$ cat config.mk
export PLATFORM = sky130hd
export DESIGN_NAME = sqrt_range_reduce_flat
export DESIGN_NICKNAME = d
export VERILOG_FILES = /design/src/rtl/sqrt_range_reduce_pkg.sv /design/src/rtl/sqrt_range_reduce_if.sv /design/src/rtl/sqrt_range_reduce_lzd31.sv /design/src/rtl/sqrt_range_reduce.sv /design/src/flat_wrapper.sv
export SDC_FILE = /design/constraint.sdc
export NUM_CORES = 1
export LEC_CHECK = 0
export CAP_MARGIN = 0
export CELL_PAD_IN_SITES_DETAIL_PLACEMENT = 2
export CELL_PAD_IN_SITES_GLOBAL_PLACEMENT = 2
export CORE_AREA = 5 5 154 156
export CTS_BUF_LIST = sky130_fd_sc_hd__clkbuf_4 sky130_fd_sc_hd__clkbuf_8 sky130_fd_sc_hd__clkbuf_16
export DETAILED_ROUTE_END_ITERATION = 6
export DIE_AREA = 0 0 159 161
export PLACE_DENSITY_LB_ADDON = 0.1
export SYNTH_ARGS = -nofsm -noshare
export SYNTH_HDL_FRONTEND = slang
export SYNTH_SLANG_ARGS = --single-unit
$ cat constraint.sdc
create_clock -name iClk -period 3.55 [get_ports iClk]
set_input_delay 0.5325 -clock iClk [delete_from_list [all_inputs] [get_ports iClk]]
set_output_delay 0.5325 -clock iClk [all_outputs]
set_load 0.02 [all_outputs]
$ cat src/rtl/sqrt_range_reduce_pkg.sv
`default_nettype none
// ============================================================================
// Module      : sqrt_pkg
// Description : Shared constants, stage-2 payload type and an 8-bit
//               leading-zero helper for the sqrt range-reduction stage.
// Revision    : 1.0 - initial release
// ============================================================================
package sqrt_pkg;

  localparam int IN_WIDTH   = 31;  // operand width, UQ7.24
  localparam int IN_FRAC    = 24;  // operand fractional bits
  localparam int EXP_WIDTH  = 6;   // exponent field width
  localparam int MANT_WIDTH = 26;  // mantissa width, UQ2.24
  localparam int EXP_BIAS   = 25;  // exponent field value of an operand in [1,2)
  localparam int ADDR_WIDTH = 6;   // table-index width shared with the sqrt stage
  localparam int LZ_WIDTH   = 5;   // leading-zero count width (0..31)

  // Payload held between the leading-zero stage and the formatting stage.
  typedef struct packed {
    logic                valid;
    logic                zero;
    logic [LZ_WIDTH-1:0] lz;
    logic [IN_WIDTH-1:0] e;
  } s2_t;

  // Leading zeros of an 8-bit group; result is meaningless for v == 0,
  // callers qualify it with their own all-zero flag.
  function automatic logic [2:0] lzc8(input logic [7:0] v);
    logic [2:0] cnt;
    logic       found;
    cnt   = 3'd0;
    found = 1'b0;
    for (int i = 7; i >= 0; i--) begin
      if (!found) begin
        if (v[i]) found = 1'b1;
        else      cnt   = cnt + 3'd1;
      end
    end
    return cnt;
  endfunction

endpackage
`default_nettype wire

$ cat src/rtl/sqrt_range_reduce_if.sv
`default_nettype none
// ============================================================================
// Module      : sqrt_range_reduce_if
// Description : Operand-in / normalized-result-out bundle of the sqrt
//               range-reduction stage.
// Revision    : 1.0 - initial release
// ============================================================================
interface sqrt_range_reduce_if;
  import sqrt_pkg::*;

  logic                  iValid;
  logic [IN_WIDTH-1:0]   iE;
  logic                  oValid;
  logic [EXP_WIDTH-1:0]  oExp_f;
  logic [MANT_WIDTH-1:0] oX_f;
  logic                  oZero;

  // Upstream side: supplies operands, observes results.
  modport master (
    output iValid, iE,
    input  oValid, oExp_f, oX_f, oZero
  );

  // Range-reduction stage side.
  modport slave (
    input  iValid, iE,
    output oValid, oExp_f, oX_f, oZero
  );

endinterface
`default_nettype wire

$ cat src/rtl/sqrt_range_reduce_lzd31.sv
`default_nettype none
// ============================================================================
// Module      : lzd31
// Description : Combinational 31-bit leading-zero counter, two-level tree of
//               8-bit groups. The operand is padded with a trailing 1 so the
//               32-bit count saturates at 31 for an all-zero operand.
// Revision    : 1.0 - initial release
// ============================================================================
module lzd31
  import sqrt_pkg::*;
(
  input  wire logic [30:0] a_i,
  output logic      [4:0]  cnt_o,
  output logic             zero_o
);

  logic [31:0] pad_w;
  logic [3:0]  grp_zero_w;
  logic [2:0]  grp_cnt_w [4];

  assign pad_w  = {a_i, 1'b1};
  assign zero_o = ~|a_i;

  genvar g;
  generate
    for (g = 0; g < 4; g++) begin : g_grp
      assign grp_zero_w[g] = ~|pad_w[8*g+7 -: 8];
      assign grp_cnt_w[g]  = lzc8(pad_w[8*g+7 -: 8]);
    end
  endgenerate

  // Second level: first non-empty group from the MSB end supplies the count.
  // Group 0 always holds the pad bit, so it terminates the search.
  always_comb begin
    cnt_o = {2'd3, grp_cnt_w[0]};
    if (!grp_zero_w[3])      cnt_o = {2'd0, grp_cnt_w[3]};
    else if (!grp_zero_w[2]) cnt_o = {2'd1, grp_cnt_w[2]};
    else if (!grp_zero_w[1]) cnt_o = {2'd2, grp_cnt_w[1]};
  end

endmodule
`default_nettype wire

$ cat src/rtl/sqrt_range_reduce.sv
`default_nettype none
// ============================================================================
// Module      : sqrt_range_reduce
// Description : 3-stage range reduction for the piecewise-linear sqrt.
//               Normalizes a UQ7.24 operand to exponent field + UQ2.24
//               mantissa so that e = oX_f/2^24 * 2^(2k),
//               k = floor((oExp_f - 25)/2).
//               Optional macro SQRT_RR_ROUND_EN: round-to-nearest with
//               saturation instead of truncation.
// Revision    : 1.0 - initial release
// ============================================================================
module sqrt_range_reduce #(
  parameter int IN_WIDTH   = sqrt_pkg::IN_WIDTH,
  parameter int IN_FRAC    = sqrt_pkg::IN_FRAC,
  parameter int EXP_WIDTH  = sqrt_pkg::EXP_WIDTH,
  parameter int MANT_WIDTH = sqrt_pkg::MANT_WIDTH
) (
  input  wire logic           iClk,
  input  wire logic           iRst_n,
  input  wire logic           iCe,
  sqrt_range_reduce_if.slave  bus
);
  import sqrt_pkg::*;

  generate
    if (IN_WIDTH != 31 || IN_FRAC != 24 || EXP_WIDTH != 6 || MANT_WIDTH != 26) begin : g_bad_param
      $error("sqrt_range_reduce supports only IN_WIDTH=31, IN_FRAC=24, EXP_WIDTH=6, MANT_WIDTH=26");
    end
  endgenerate

  // ---------------- S1: operand capture ----------------
  logic        s1_valid_q;
  logic [30:0] s1_e_q;

  // S1 register: capture operand and its valid flag.
  always_ff @(posedge iClk or negedge iRst_n) begin
    if (!iRst_n) begin
      s1_valid_q <= 1'b0;
      s1_e_q     <= '0;
    end else if (iCe) begin
      s1_valid_q <= bus.iValid;
      s1_e_q     <= bus.iE;
    end
  end

  // ---------------- S2: leading-zero detection ----------------
  logic [4:0] lzd_cnt;
  logic       lzd_zero;
  s2_t        s2_d;
  s2_t        s2_q;

  lzd31 u_lzd (
    .a_i    (s1_e_q),
    .cnt_o  (lzd_cnt),
    .zero_o (lzd_zero)
  );

  // S2 next state: operand plus its leading-zero count and zero flag.
  always_comb begin
    s2_d.valid = s1_valid_q;
    s2_d.zero  = lzd_zero;
    s2_d.lz    = lzd_cnt;
    s2_d.e     = s1_e_q;
  end

  // S2 register.
  always_ff @(posedge iClk or negedge iRst_n) begin
    if (!iRst_n)  s2_q <= '0;
    else if (iCe) s2_q <= s2_d;
  end

  // ---------------- S3: normalize and format ----------------
  logic [30:0] norm_d;
  logic [4:0]  msb_d;
  logic [25:0] mant_d;
  logic        valid_d;
  logic        zero_d;
  logic [5:0]  exp_d;
  logic [25:0] x_d;
`ifdef SQRT_RR_ROUND_EN
  logic [25:0] rnd_even_d;
  logic [26:0] rnd_odd_d;
`endif

  // S3 next state: shift MSB to bit 30, pick a [1,2) or [2,4) mantissa by
  // MSB parity so the exponent stays even-aligned for the sqrt tables.
  always_comb begin
    norm_d  = s2_q.e << s2_q.lz;
    msb_d   = 5'd30 - s2_q.lz;
`ifdef SQRT_RR_ROUND_EN
    rnd_even_d = {1'b0, norm_d[30:6]} + {25'd0, norm_d[5]};
    rnd_odd_d  = {1'b0, norm_d[30:5]} + {26'd0, norm_d[4]};
    if (!msb_d[0]) mant_d = rnd_even_d[25] ? 26'h1FF_FFFF : {1'b0, rnd_even_d[24:0]};
    else           mant_d = rnd_odd_d[26]  ? 26'h3FF_FFFF : rnd_odd_d[25:0];
`else
    if (!msb_d[0]) mant_d = {1'b0, norm_d[30:6]};
    else           mant_d = norm_d[30:5];
`endif
    valid_d = s2_q.valid;
    zero_d  = s2_q.zero;
    exp_d   = {1'b0, msb_d} + 6'd1;
    x_d     = mant_d;
    if (s2_q.zero) begin
      exp_d = '0;
      x_d   = '0;
    end
  end

  // Bits below the first discarded (rounding) bit never reach the output.
`ifdef SQRT_RR_ROUND_EN
  logic unused_norm_bits;
  assign unused_norm_bits = ^norm_d[3:0];
`else
  logic unused_norm_bits;
  assign unused_norm_bits = ^norm_d[4:0];
`endif

  logic       out_valid_q;
  logic       out_zero_q;
  logic [5:0] out_exp_q;
  logic [25:0] out_x_q;

  // S3 register: output stage.
  always_ff @(posedge iClk or negedge iRst_n) begin
    if (!iRst_n) begin
      out_valid_q <= 1'b0;
      out_zero_q  <= 1'b0;
      out_exp_q   <= '0;
      out_x_q     <= '0;
    end else if (iCe) begin
      out_valid_q <= valid_d;
      out_zero_q  <= zero_d;
      out_exp_q   <= exp_d;
      out_x_q     <= x_d;
    end
  end

  assign bus.oValid = out_valid_q;
  assign bus.oZero  = out_zero_q;
  assign bus.oExp_f = out_exp_q;
  assign bus.oX_f   = out_x_q;

endmodule
`default_nettype wire

$ cat src/flat_wrapper.sv
// flat-port wrapper written by rule: the top's interface ports become plain ports
module sqrt_range_reduce_flat import sqrt_pkg::*;
#(
  parameter int IN_WIDTH   = sqrt_pkg::IN_WIDTH,
  parameter int IN_FRAC    = sqrt_pkg::IN_FRAC,
  parameter int EXP_WIDTH  = sqrt_pkg::EXP_WIDTH,
  parameter int MANT_WIDTH = sqrt_pkg::MANT_WIDTH
)
  (iClk, iRst_n, iCe, bus_iValid, bus_iE, bus_oValid, bus_oExp_f, bus_oX_f, bus_oZero);
  sqrt_range_reduce_if bus_i ();
  input  wire logic iClk;
  input  wire logic iRst_n;
  input  wire logic iCe;
  input wire logic [$bits(bus_i.iValid)-1:0] bus_iValid;
  input wire logic [$bits(bus_i.iE)-1:0] bus_iE;
  output wire logic [$bits(bus_i.oValid)-1:0] bus_oValid;
  output wire logic [$bits(bus_i.oExp_f)-1:0] bus_oExp_f;
  output wire logic [$bits(bus_i.oX_f)-1:0] bus_oX_f;
  output wire logic [$bits(bus_i.oZero)-1:0] bus_oZero;
  assign bus_i.iValid = bus_iValid;
  assign bus_i.iE = bus_iE;
  assign bus_oValid = bus_i.oValid;
  assign bus_oExp_f = bus_i.oExp_f;
  assign bus_oX_f = bus_i.oX_f;
  assign bus_oZero = bus_i.oZero;
  sqrt_range_reduce #(.IN_WIDTH(IN_WIDTH), .IN_FRAC(IN_FRAC), .EXP_WIDTH(EXP_WIDTH), .MANT_WIDTH(MANT_WIDTH)) u_core (.iClk(iClk), .iRst_n(iRst_n), .iCe(iCe), .bus(bus_i));
endmodule
==> summary.md <==
| Metric | Value |
|---|---|
| Status | `finished with violations` |
| Failing checks | `negative setup slack` |
| Layout cells sized above 1 | `0.205` |
| Post-DP Area | `8040 sq um` |
| CTS buffer count | `9` |
| Pre-Repair DR Iteration Count | `4` |
| Via/cell ratio | `approximately 5.4` |
| Antenna viol nets, final | `0` |
| Starting Density | `0.315` |
| Leakage | `between 3 and 4 nW` |
| Syn Inst Count | `between 700 and 800` |
| CTS Buffer Depth | `2` |
| DRT Wirelength | `between 20000 and 25000 um` |
| Sum Neg Setup Slack | `-0.148 ns` |
| Fin crit share | `1.04` |
| Layout area overhead | `19.9%` |
| Fin crit period | `around 3.7 ns` |
| Async set-reset flop share out of synthesis | `1.00` |
| P per Cell Area | `~500 nW/um^2` |
| Max cap viols | `0` |
| R2R setup slack | `-0.15 ns` |
| Pre-CTS setup slack | `-0.401 ns` |
| Layout Nets | `829` |
| VDD IR max | `~0.22 mV` |
| Core area | `about 22000 sq um` |
| Antenna Cells | `0` |
| Skew-Pair Late Insertion Delay | `0.36 ns` |
| CTS Root Cell | `clkbuf_16` |
| Average size of a mapped cell | `9.85 sq um` |
| CP arrival | `~3.9 ns` |
| Worst hold slack | `roughly 0.25 ns` |
| Clk sink count | `104` |
| Critical path class | `reg -> reg` |
| Worst Max-Slew Pin Slew | `between 0.9 and 1 ns` |
| Die width | `around 160 um` |
| Worst r2r src | `u_core.s1_e_q[5]` |
| Required @ worst endpoint | `3.79 ns` |
| Commonest non-fill, non-tap cells in the layout | `103 x dfrtp_1, 70 x mux2_2, 66 x clkdlybuf4s50_1, 56 x nor2_1, 56 x nand2_1` |
| Final Slew Violations | `0` |
| CTS tree | `done` |
| Post-synthesis cell area | `about 7000 sq um` |
| Number of top-level pins | `69` |
| # setup viols final | `1` |
| Max Clk Rate | `approximately 0.27 GHz` |
| Largest net degree at the start of global routing | `82` |
| Number of flops mapped to enable cells by yosys | `0` |
| Initial antenna violation count | `0` |
| DR WL/cell | `21.2 um` |
| Vias in the first global route | `6611` |
| Synthesis warning total | `0` |
| Die Ht | `161 um` |
| Buffers on Ports | `68` |
| Syn_nets | `between 700 and 800` |
| Total number of H-tree levels | `3` |
| Grt ovf | `0` |
| Leading cell type in the layout, fill and taps excluded | `dfrtp_1` |
| Min-delay worst type | `in -> async` |
| Die Area | `~26000 sq um` |
| Ys flop type | `dfrtp_1` |
| Critical R2R Capture | `u_core.s2_q[33]` |
| Clk_skew | `around 0.010 ns` |
| Crit end category | `flop` |
| Final hold vios | `0` |
| Global-route wire length before repair | `between 30000 and 40000 um` |
| Gpl congestion | `between 0.8 and 0.9` |
| DRT iter0 DRCs | `around 220` |
| Post-route cell area | `approximately 8400 sq um` |
| Total Routing Usage GR | `0.177` |
| Post-synthesis sequential element count | `roughly 100` |
| Drt drc | `0` |
| Setup WS post-layout | `-0.148 ns` |
| Worst Setup Start Kind | `flop` |
| Crit-path max FO | `3` |
| HPWL Detailed | `roughly 17000 um` |
| DR vias | `between 5000 and 6000` |
| RSZ-0062 raised after global routing | `yes` |
| Post-synthesis sequential area ratio | `0.372` |
| # rows | `55` |
| Clk slew on worst S/H paths | `~0.070 ns` |
| Rel. slew slack | `0.365` |
| R2R cell count | `18` |
| Unique masters post-synth | `62` |
## per-layer routing
| metal | track usage | vias to the layer above | share of wire |
|---|---|---|---|
| li1 | - | 2736 | - |
| met1 | 0.227 | 2983 | 0.45 |
| met2 | 0.318 | 68 | 0.52 |
| met3 | 0.0276 | 14 | 0.021 |
| met4 | 0.0392 | 0 | 0.010 |
| met5 | 0 | - | 0 |
## worst max-delay path: stages (launching register included)
cell,delay [ns]
dfrtp_1,0.41
inv_2,0.07
a21oi_2,0.16
ha_1,0.27
o31a_1,0.29
ha_1,0.28
mux2i_2,0.17
a311oi_2,0.14
ha_1,0.33
inv_2,0.04
o21ai_2,0.12
ha_2,0.19
nor2b_4,0.13
mux2i_1,0.22
mux2i_1,0.27
xor2_1,0.17
o21ai_1,0.08
o31ai_1,0.11
a31oi_1,0.12
## Yosys cell counts, drive strengths merged, types with 17 or more instances
| cell | count | area (sq um) |
|---|---|---|
| nand2 | 56 | 210 |
| nor2 | 57 | 214 |
| mux4 | 19 | 428 |
| mux2i | 44 | 440 |
| a21oi | 37 | 185 |
| inv | 31 | 116 |
| clkbuf | 25 | 93.8 |
| ha | 17 | 213 |
| o21ai | 43 | 215 |
| mux2 | 70 | 788 |
| dfrtp | 104 | 2600 |
| buf | 23 | 146 |
## flip-flops by register name (all words and copies together) (netlist names)
signal             flops
u_core.bus.oValid      1
u_core.s1_valid_q      1
u_core.s2_q           36
u_core.bus.oZero       1
u_core.bus.oExp_f      6
u_core.bus.oX_f       26
u_core.zero_d          1
u_core.valid_d         1
u_core.s1_e_q         31
## where the power goes
part / internal [mW] / switching [mW] / leakage [nW]
clock network: 0.541 / 0.475 / 0.134
registers: 1.39 / 0.228 / 1.26
logic: 0.789 / 0.876 / 2.08
total: 2.72 / 1.58 / 3.47
## cell type report
type / count / area (sq um)
multi-input combinational: 524 / 4060
sequential: 104 / 2600
clock inverter: 5 / 58.8
clock buffer: 9 / 225
inverter: 34 / 128
timing repair buffer: 104 / 946
tap: 285 / 357
fill: 2397 / 13800
## how the worst max path moves through the flow
stage,startpoint,to,slack [ns],cells after the start
floorplan,u_core.s1_e_q[11],u_core.s2_q[33],0.10,15
global placement,u_core.s1_e_q[5],u_core.s2_q[33],-0.04,18
detailed placement,u_core.s1_e_q[5],u_core.s2_q[33],-0.40,18
CTS,u_core.s1_e_q[5],u_core.s2_q[33],-0.19,18
global route,u_core.s1_e_q[5],u_core.s2_q[33],-0.41,18
finish,u_core.s1_e_q[5],u_core.s2_q[33],-0.15,18
## stage by stage
stage | power, mW | cells | utilization
after floorplan | 2.61 | 710 | -
after global placement | 3.23 | 1049 | 0.362
after global routing | 4.57 | 1065 | 0.377
after detailed placement | 3.31 | 1049 | 0.362
final | 4.29 | 1065 | 0.377
after CTS | 4.36 | 1065 | 0.376
## kinds of logic (layout without fill, tap and decap cells)
logic type                 after synthesis  count (layout)  share of synthesized area
AOI/OAI and AO/OA                      172             172                      0.165
adders and majority gates               17              17                     0.0304
buffers and inverters                   82             152                     0.0526
and+or+nand+nor                        192             192                      0.130
DFF                                    104             104                      0.372
muxes                                  133             133                      0.237
xor gates and xnor gates                10              10                     0.0125
## what timing repair did
action                                  CTS  global route
pin swaps                                10             1
hold buffers                              0             0
endpoints found under the setup margin    2             2
buffers inserted                          2             0
gates resized for setup                  11             4
Note: power is estimated with default switching activity, not from simulation.
